===== src/rtl/instr_encoder_loader.sv =====
// instr_encoder_loader
// Program loader for the pipeline CPU. Accepts symbolic instructions over a
// valid/ready handshake, encodes each into a 32-bit MIPS word and writes the
// words sequentially into instruction memory. With AUTO_NOP set, a NOP
// delay-slot word follows every branch, J and JR.
//
// Ports
//   clk, rst_n          clock, synchronous active-low reset
//   clear               synchronous restart at address 0
//   in_valid/in_ready   handshake for the instruction fields
//   in_mnem             mnemonic code (0..33 legal)
//   in_rs/rt/rd/shamt   register and shift fields
//   in_imm, in_target   immediate / branch offset, jump target
//   imem_we/addr/wdata  instruction memory write port
//   word_count, full    words written since reset/clear, memory full
//   err_illegal         sticky flag: an illegal mnemonic was accepted
module instr_encoder_loader #(
    parameter int unsigned ADDR_W   = 8,
    parameter int unsigned DEPTH    = 256,
    parameter int unsigned AUTO_NOP = 1
) (
    input  logic              clk,
    input  logic              rst_n,
    input  logic              clear,
    input  logic              in_valid,
    output logic              in_ready,
    input  logic [5:0]        in_mnem,
    input  logic [4:0]        in_rs,
    input  logic [4:0]        in_rt,
    input  logic [4:0]        in_rd,
    input  logic [4:0]        in_shamt,
    input  logic [15:0]       in_imm,
    input  logic [25:0]       in_target,
    output logic              imem_we,
    output logic [ADDR_W-1:0] imem_addr,
    output logic [31:0]       imem_wdata,
    output logic [ADDR_W:0]   word_count,
    output logic              full,
    output logic              err_illegal
);

    localparam logic [ADDR_W:0]   DepthC  = (ADDR_W + 1)'(DEPTH);
    localparam logic [ADDR_W+1:0] DepthW  = (ADDR_W + 2)'(DEPTH);
    localparam logic              NopOn   = (AUTO_NOP != 0);

    logic              we_q, we_d;
    logic [31:0]       wdata_q, wdata_d;
    logic              nop_next_q, nop_next_d;  // current write is a branch; NOP follows
    logic [ADDR_W-1:0] wr_ptr_q, wr_ptr_d;
    logic [ADDR_W:0]   count_q, count_d;
    logic [ADDR_W:0]   alloc_q, alloc_d;        // words reserved by accepted instructions
    logic              err_q, err_d;

    logic [31:0]       enc_word;
    logic              enc_legal;
    logic              enc_ds;
    logic              accept;
    logic [1:0]        alloc_inc;
    logic [ADDR_W+1:0] alloc_sum;
    logic              alloc_sat;

    function automatic logic [31:0] r_fmt(input logic [4:0] rs, input logic [4:0] rt,
                                          input logic [4:0] rd, input logic [4:0] sh,
                                          input logic [5:0] fn);
        return {6'b000000, rs, rt, rd, sh, fn};
    endfunction

    function automatic logic [31:0] i_fmt(input logic [5:0] op, input logic [4:0] rs,
                                          input logic [4:0] rt, input logic [15:0] imm);
        return {op, rs, rt, imm};
    endfunction

    // Mnemonic encoder
    always_comb begin
        enc_word  = 32'h0;
        enc_legal = 1'b1;
        enc_ds    = 1'b0;
        case (in_mnem)
            6'd0:  enc_word = r_fmt(in_rs, in_rt, in_rd, 5'd0, 6'b100000);
            6'd1:  enc_word = r_fmt(in_rs, in_rt, in_rd, 5'd0, 6'b100001);
            6'd2:  enc_word = r_fmt(in_rs, in_rt, in_rd, 5'd0, 6'b100010);
            6'd3:  enc_word = r_fmt(in_rs, in_rt, in_rd, 5'd0, 6'b100011);
            6'd4:  enc_word = r_fmt(in_rs, in_rt, in_rd, 5'd0, 6'b100100);
            6'd5:  enc_word = r_fmt(in_rs, in_rt, in_rd, 5'd0, 6'b100101);
            6'd6:  enc_word = r_fmt(in_rs, in_rt, in_rd, 5'd0, 6'b100110);
            6'd7:  enc_word = r_fmt(in_rs, in_rt, in_rd, 5'd0, 6'b100111);
            6'd8:  enc_word = r_fmt(in_rs, in_rt, in_rd, 5'd0, 6'b101010);
            6'd9:  enc_word = r_fmt(in_rs, in_rt, in_rd, 5'd0, 6'b101011);
            // Constant shifts carry shamt and have no rs operand
            6'd10: enc_word = r_fmt(5'd0, in_rt, in_rd, in_shamt, 6'b000000);
            6'd11: enc_word = r_fmt(5'd0, in_rt, in_rd, in_shamt, 6'b000010);
            6'd12: enc_word = r_fmt(5'd0, in_rt, in_rd, in_shamt, 6'b000011);
            6'd13: enc_word = r_fmt(in_rs, in_rt, in_rd, 5'd0, 6'b000100);
            6'd14: enc_word = r_fmt(in_rs, in_rt, in_rd, 5'd0, 6'b000110);
            6'd15: enc_word = r_fmt(in_rs, in_rt, in_rd, 5'd0, 6'b000111);
            6'd16: begin
                enc_word = r_fmt(in_rs, 5'd0, 5'd0, 5'd0, 6'b001000);
                enc_ds   = 1'b1;
            end
            6'd17: enc_word = i_fmt(6'b001000, in_rs, in_rt, in_imm);
            6'd18: enc_word = i_fmt(6'b001001, in_rs, in_rt, in_imm);
            6'd19: enc_word = i_fmt(6'b001100, in_rs, in_rt, in_imm);
            6'd20: enc_word = i_fmt(6'b001101, in_rs, in_rt, in_imm);
            6'd21: enc_word = i_fmt(6'b001110, in_rs, in_rt, in_imm);
            6'd22: enc_word = i_fmt(6'b001010, in_rs, in_rt, in_imm);
            6'd23: enc_word = i_fmt(6'b001011, in_rs, in_rt, in_imm);
            6'd24: enc_word = i_fmt(6'b100011, in_rs, in_rt, in_imm);
            6'd25: enc_word = i_fmt(6'b101011, in_rs, in_rt, in_imm);
            6'd26: begin
                enc_word = i_fmt(6'b000100, in_rs, in_rt, in_imm);
                enc_ds   = 1'b1;
            end
            6'd27: begin
                enc_word = i_fmt(6'b000101, in_rs, in_rt, in_imm);
                enc_ds   = 1'b1;
            end
            // Branch-on-rs: the rt field selects the condition, in_rt is ignored
            6'd28: begin
                enc_word = i_fmt(6'b000001, in_rs, 5'd1, in_imm);
                enc_ds   = 1'b1;
            end
            6'd29: begin
                enc_word = i_fmt(6'b000111, in_rs, 5'd0, in_imm);
                enc_ds   = 1'b1;
            end
            6'd30: begin
                enc_word = i_fmt(6'b000110, in_rs, 5'd0, in_imm);
                enc_ds   = 1'b1;
            end
            6'd31: begin
                enc_word = i_fmt(6'b000001, in_rs, 5'd0, in_imm);
                enc_ds   = 1'b1;
            end
            6'd32: begin
                enc_word = {6'b000010, in_target};
                enc_ds   = 1'b1;
            end
            6'd33:   enc_word = 32'h0;
            default: enc_legal = 1'b0;
        endcase
    end

    assign in_ready = rst_n && !clear && (alloc_q < DepthC) && !nop_next_q;
    assign accept   = in_valid && in_ready;

    // Space reservation: a delay-slot mnemonic needs two words when NOPs are enabled
    always_comb begin
        if (!enc_legal) begin
            alloc_inc = 2'd0;
        end else if (enc_ds && NopOn) begin
            alloc_inc = 2'd2;
        end else begin
            alloc_inc = 2'd1;
        end
    end

    assign alloc_sum = {1'b0, alloc_q} + (ADDR_W + 2)'(alloc_inc);
    assign alloc_sat = (alloc_sum > DepthW);

    always_comb begin
        we_d       = 1'b0;
        wdata_d    = wdata_q;
        nop_next_d = 1'b0;
        wr_ptr_d   = wr_ptr_q;
        count_d    = count_q;
        alloc_d    = alloc_q;
        err_d      = err_q;
        if (clear) begin
            wdata_d  = 32'h0;
            wr_ptr_d = '0;
            count_d  = '0;
            alloc_d  = '0;
            err_d    = 1'b0;
        end else begin
            if (we_q) begin
                wr_ptr_d = wr_ptr_q + ADDR_W'(1);
                count_d  = count_q + (ADDR_W + 1)'(1);
            end
            if (nop_next_q) begin
                we_d    = 1'b1;
                wdata_d = 32'h0;
            end else if (accept) begin
                if (!enc_legal) begin
                    err_d = 1'b1;
                end else begin
                    we_d    = 1'b1;
                    wdata_d = enc_word;
                    // Drop the NOP when only one word is left for the branch
                    nop_next_d = NopOn && enc_ds && !alloc_sat;
                end
                alloc_d = alloc_sat ? DepthC : alloc_sum[ADDR_W:0];
            end
        end
    end

    always_ff @(posedge clk) begin
        if (!rst_n) begin
            we_q       <= 1'b0;
            wdata_q    <= 32'h0;
            nop_next_q <= 1'b0;
            wr_ptr_q   <= '0;
            count_q    <= '0;
            alloc_q    <= '0;
            err_q      <= 1'b0;
        end else begin
            we_q       <= we_d;
            wdata_q    <= wdata_d;
            nop_next_q <= nop_next_d;
            wr_ptr_q   <= wr_ptr_d;
            count_q    <= count_d;
            alloc_q    <= alloc_d;
            err_q      <= err_d;
        end
    end

    // A write in flight is suppressed if reset or clear arrives in its cycle
    assign imem_we     = we_q && rst_n && !clear;
    assign imem_addr   = wr_ptr_q;
    assign imem_wdata  = wdata_q;
    assign word_count  = count_q;
    assign full        = (count_q == DepthC);
    assign err_illegal = err_q;

endmodule

===== config.mk =====
export PLATFORM = sky130hd
export DESIGN_NAME = instr_encoder_loader
export DESIGN_NICKNAME = d
export VERILOG_FILES = /design/src/rtl/instr_encoder_loader.sv
export SDC_FILE = /design/constraint.sdc
export NUM_CORES = 1
export LEC_CHECK = 0
export ABC_AREA = 1
export CORE_AREA = 4 4 106 108
export DETAILED_ROUTE_END_ITERATION = 8
export DIE_AREA = 0 0 110 112
export GPL_TIMING_DRIVEN = 0
export PLACE_DENSITY = 0.66
export SLEW_MARGIN = 0
export SYNTH_ARGS = -nofsm -noshare
export SYNTH_HDL_FRONTEND = slang
export SYNTH_SLANG_ARGS = --single-unit

===== constraint.sdc =====
create_clock -name clk -period 3.25 [get_ports clk]
set_input_delay 0.4875 -clock clk [delete_from_list [all_inputs] [get_ports clk]]
set_output_delay 0.4875 -clock clk [all_outputs]
set_load 0.005 [all_outputs]

==> metrics.md <==
| Metric | Value |
|---|---|
| Starting Density | about a third |
| Number of I/O port buffers | 122 |
| Power density over the cells | between 300 and 400 nW/µm² |
| Classification of the worst setup path | input port to flop |
| Synthesis Warnings | 0 |
| Leakage | between 2 and 2.5 nW |
| Detailed Route WL | roughly 12,000 µm |
| Placed cell areas | around 4900 µm² |
| Most used flip-flop cell after synthesis | sky130_fd_sc_hd__dfxtp_1 |
| Global-route usage over all layers | about a fifth |
| Clock tree sinks | 60 |
| Final hold violations | 0 |
| Data required time at the worst endpoint | between 3 and 4 ns |
| Routability congestion estimate from global placement | 0.9095 |
| Number of DRC violations after detailed routing | 0 |
| Boundary pin count | ~130 |
| Post-route minimum period | slightly above 3 ns |
| Floorplan die width | roughly 110 µm |
| Maximum resistive drop on vdd | between 0.2 and 0.25 mV |
| H-tree Lvls | 3 |
| Iteration-0 DRC Markers | ~210 |
| TritonRoute pass-1 iters | 4 |
| Worst hold slack | between 0.4 and 0.5 ns |
| Clock skew | approximately 0.0073 ns |
| Via count of the first global-routing pass | just over 4,000 |
| Worst slew margin relative to its limit | between 40% and 50% |
| Share of post-route cells with drive strength above 1 | between 10% and 20% |
| Layout overhead on the synthesized area | 50.96% |
| Highest net fanout along the worst path | 6 |
| Worst-skew pair later-pin latency | between 0.3 and 0.4 ns |
| Synthesized area | ~3500 µm² |
| Setup WS pre-CTS | -1.170 ns |
| Average wire length per cell after detail routing | between 10 and 15 µm |
| Worst Hold Launch | imem_addr[7] |
| Clock tree from TritonCTS | yes |
| Via total after detailed routing | ~4,200 |
| First-pass GRT wire length | around 19,000 µm |
| Final global-route overflow total | 0 |
| Clk Tree Root Cell | sky130_fd_sc_hd__clkbuf_8 |
| Share of Yosys cell area claimed by the top area cell type | between 30% and 40% |
| Data arrival time of the critical path | around 3.3 ns |
| Final Max Tran Viols | 0 |
| Setup crit start | in_mnem[3] |
| Area of the core region | around 10,000 µm² |
| Flip-flop and latch count after synthesis | 60 |
| Maximum number of pins on one net before global-route repair | 12 |
| Maximum buffer depth of the clock tree | 2 |
| Worst hold path class | flop to flop |
| Antenna violations before repair | 0 |
| Crit path launch type | input port |
| Detail Route Antenna Nets | 0 |
| Most common library cell in the layout ignoring fill and taps | sky130_fd_sc_hd__nand2_1 |
| Commonest cells after routing, fill and taps aside | sky130_fd_sc_hd__nand2_1, sky130_fd_sc_hd__clkdlybuf4s50_1, sky130_fd_sc_hd__dfxtp_1 |
| Final TNS setup | 0 ns |
| Final cell area excluding filler cells | between 5000 and 6000 µm² |
| Count of maximum capacitance violations | 0 |
| DR vias/cell | around 5.0 |
| Fmax | 326.3 MHz |
| Worst setup margin | about 0.19 ns |
| Final setup vio count | 0 |
| Synthesized net count | 620 |
| Cell count after synthesis | about 540 |
| Die span in y | 112 µm |
| Run status | complete, no violations |
| Power consumption | between 1.5 and 2 mW |
| Count of flip-flops with a built-in enable after synthesis | 0 |
| Cell taking the most area after synthesis | sky130_fd_sc_hd__dfxtp_1 |
| Diodes inserted | 0 |
| Post-layout nets | 764 |
| Distinct cell type count of the synthesized netlist | 37 |
| CTS clock-pin slew for the worst setup and hold paths | about 0.080 ns |
| Area of the die | approximately 12,000 µm² |
| Worst reg2reg startpoint | alloc_q[0] |
| Detailed Place HPWL | just over 9000 µm |
| Number of buffers inserted by hold repair at cts | 0 |
| Fraction of synthesis flops using an asynchronous set or reset pin | 0% |
| Period utilisation layout | a little over nine tenths |
| Largest cells by area after synthesis | sky130_fd_sc_hd__dfxtp_1, sky130_fd_sc_hd__nand2_1, sky130_fd_sc_hd__nand3_1 |
| Floorplan row count | 37 |
| Sequential fraction of the synthesis area | around 34% |
| Slew at the pin closest to its max-slew limit | 0.8299 ns |
| Mean post-synth cell area | ~6.5 µm² |
| CTS buffer count | 9 |
| Type of element capturing the critical path | flop |
[area by class of cell]
class	count	area (µm²)
Clock buffer	11	151.4
Inverter	45	178.9
Tap cell	136	170.2
Fill cell	1008	4908
Timing Repair Buffer	133	1279
Buffer	22	137.6
Multi-Input combinational cell	415	2168
Clock inverter	5	36.28
Sequential cell	60	1201
[per-layer routing]
metal / share of wire, % / vias up / GRT usage, %
met4: 2.3 / 0 / 6.983
met5: 0 / - / 0
met3: 9.1 / 22 / 4.986
met2: 47 / 142 / 33.05
li1: - / 2067 / -
met1: 42 / 1929 / 23.21
[worst max-delay path: stages]
cell and delay, ns:
sky130_fd_sc_hd__clkbuf_2 0.15, sky130_fd_sc_hd__inv_2 0.09, sky130_fd_sc_hd__nor2_4 0.19, sky130_fd_sc_hd__nand3_2 0.15
sky130_fd_sc_hd__nand2_1 0.10, sky130_fd_sc_hd__inv_2 0.04, sky130_fd_sc_hd__nand2_1 0.09, sky130_fd_sc_hd__nor2_2 0.07
sky130_fd_sc_hd__a21oi_2 0.15, sky130_fd_sc_hd__ha_2 0.19, sky130_fd_sc_hd__inv_1 0.05, sky130_fd_sc_hd__fa_1 0.51
sky130_fd_sc_hd__inv_1 0.05, sky130_fd_sc_hd__or2_2 0.30, sky130_fd_sc_hd__nor2_4 0.11, sky130_fd_sc_hd__nand3_2 0.09
sky130_fd_sc_hd__nor2_4 0.11, sky130_fd_sc_hd__nand3_2 0.09, sky130_fd_sc_hd__nand2_4 0.12, sky130_fd_sc_hd__nand3_1 0.08
sky130_fd_sc_hd__a21oi_1 0.14
[per-stage QoR]
stage / utilization (%) / instances
floorplan: - / 542
global placement: 48.06 / 800
detailed placement: 48.06 / 800
CTS: 51.27 / 826
global route: 52.02 / 827
finish: 52.02 / 827
[synth_stat cells (3+ instances only)]
cell type	n
sky130_fd_sc_hd__nand3_1	64
sky130_fd_sc_hd__buf_6	5
sky130_fd_sc_hd__nor2_4	4
sky130_fd_sc_hd__a21oi_1	56
sky130_fd_sc_hd__inv_2	8
sky130_fd_sc_hd__clkbuf_1	6
sky130_fd_sc_hd__nand3_2	5
sky130_fd_sc_hd__dfxtp_1	60
sky130_fd_sc_hd__nand4_1	9
sky130_fd_sc_hd__nand3b_1	3
sky130_fd_sc_hd__ha_1	5
sky130_fd_sc_hd__xor2_1	3
sky130_fd_sc_hd__nand2_2	4
sky130_fd_sc_hd__o21ai_0	20
sky130_fd_sc_hd__nor2_2	6
sky130_fd_sc_hd__nand2_1	173
sky130_fd_sc_hd__inv_1	35
sky130_fd_sc_hd__buf_2	8
sky130_fd_sc_hd__nor2_1	37
sky130_fd_sc_hd__nor3_1	8
[logic make-up (layout without fill, tap and decap cells)]
family                   Yosys count  count (layout)  synth area share, %
AO/OA/AOI/OAI                     85              85                12.85
XOR/XNOR                           5               5                1.242
adder cells (fa/ha/maj)            6               6                2.342
buffers and inverters             67             216                8.765
flip-flops                        60              60                34.07
other                              1               1               0.1064
AND/OR/NAND/NOR                  318             318                40.63
[state kept, by name, summed over array words and instances, names as in the netlist]
| name | cells |
|---|---|
| alloc_q | 9 |
| imem_addr | 8 |
| we_q | 1 |
| word_count | 9 |
| err_illegal | 1 |
| imem_wdata | 31 |
| nop_next_q | 1 |
[path summary, 6_finish.rpt]
check                 end  slack (ns)  cells past startpoint
max            alloc_q[5]        0.19                     21
min          imem_addr[7]        0.46                      1
max reg2reg    alloc_q[5]        1.02                     12
min reg2reg  imem_addr[7]        0.46                      1
[power breakdown]
part / internal [mW] / switching, mW / total [mW]
logic: 0.144 / 0.160 / 0.304
registers: 0.738 / 0.00265 / 0.741
clock network: 0.318 / 0.328 / 0.646
total: 1.20 / 0.491 / 1.69
[what timing repair did]
| item | 4_1_cts | 5_1_grt |
|---|---|---|
| setup buffers | 10 | 1 |
| endpoints found under the hold margin | 0 | 0 |
| gates resized for setup | 25 | 31 |
| setup endpoints to repair | 10 | 6 |
| pin swaps | 7 | 10 |
(Power assumes the default switching activity.)
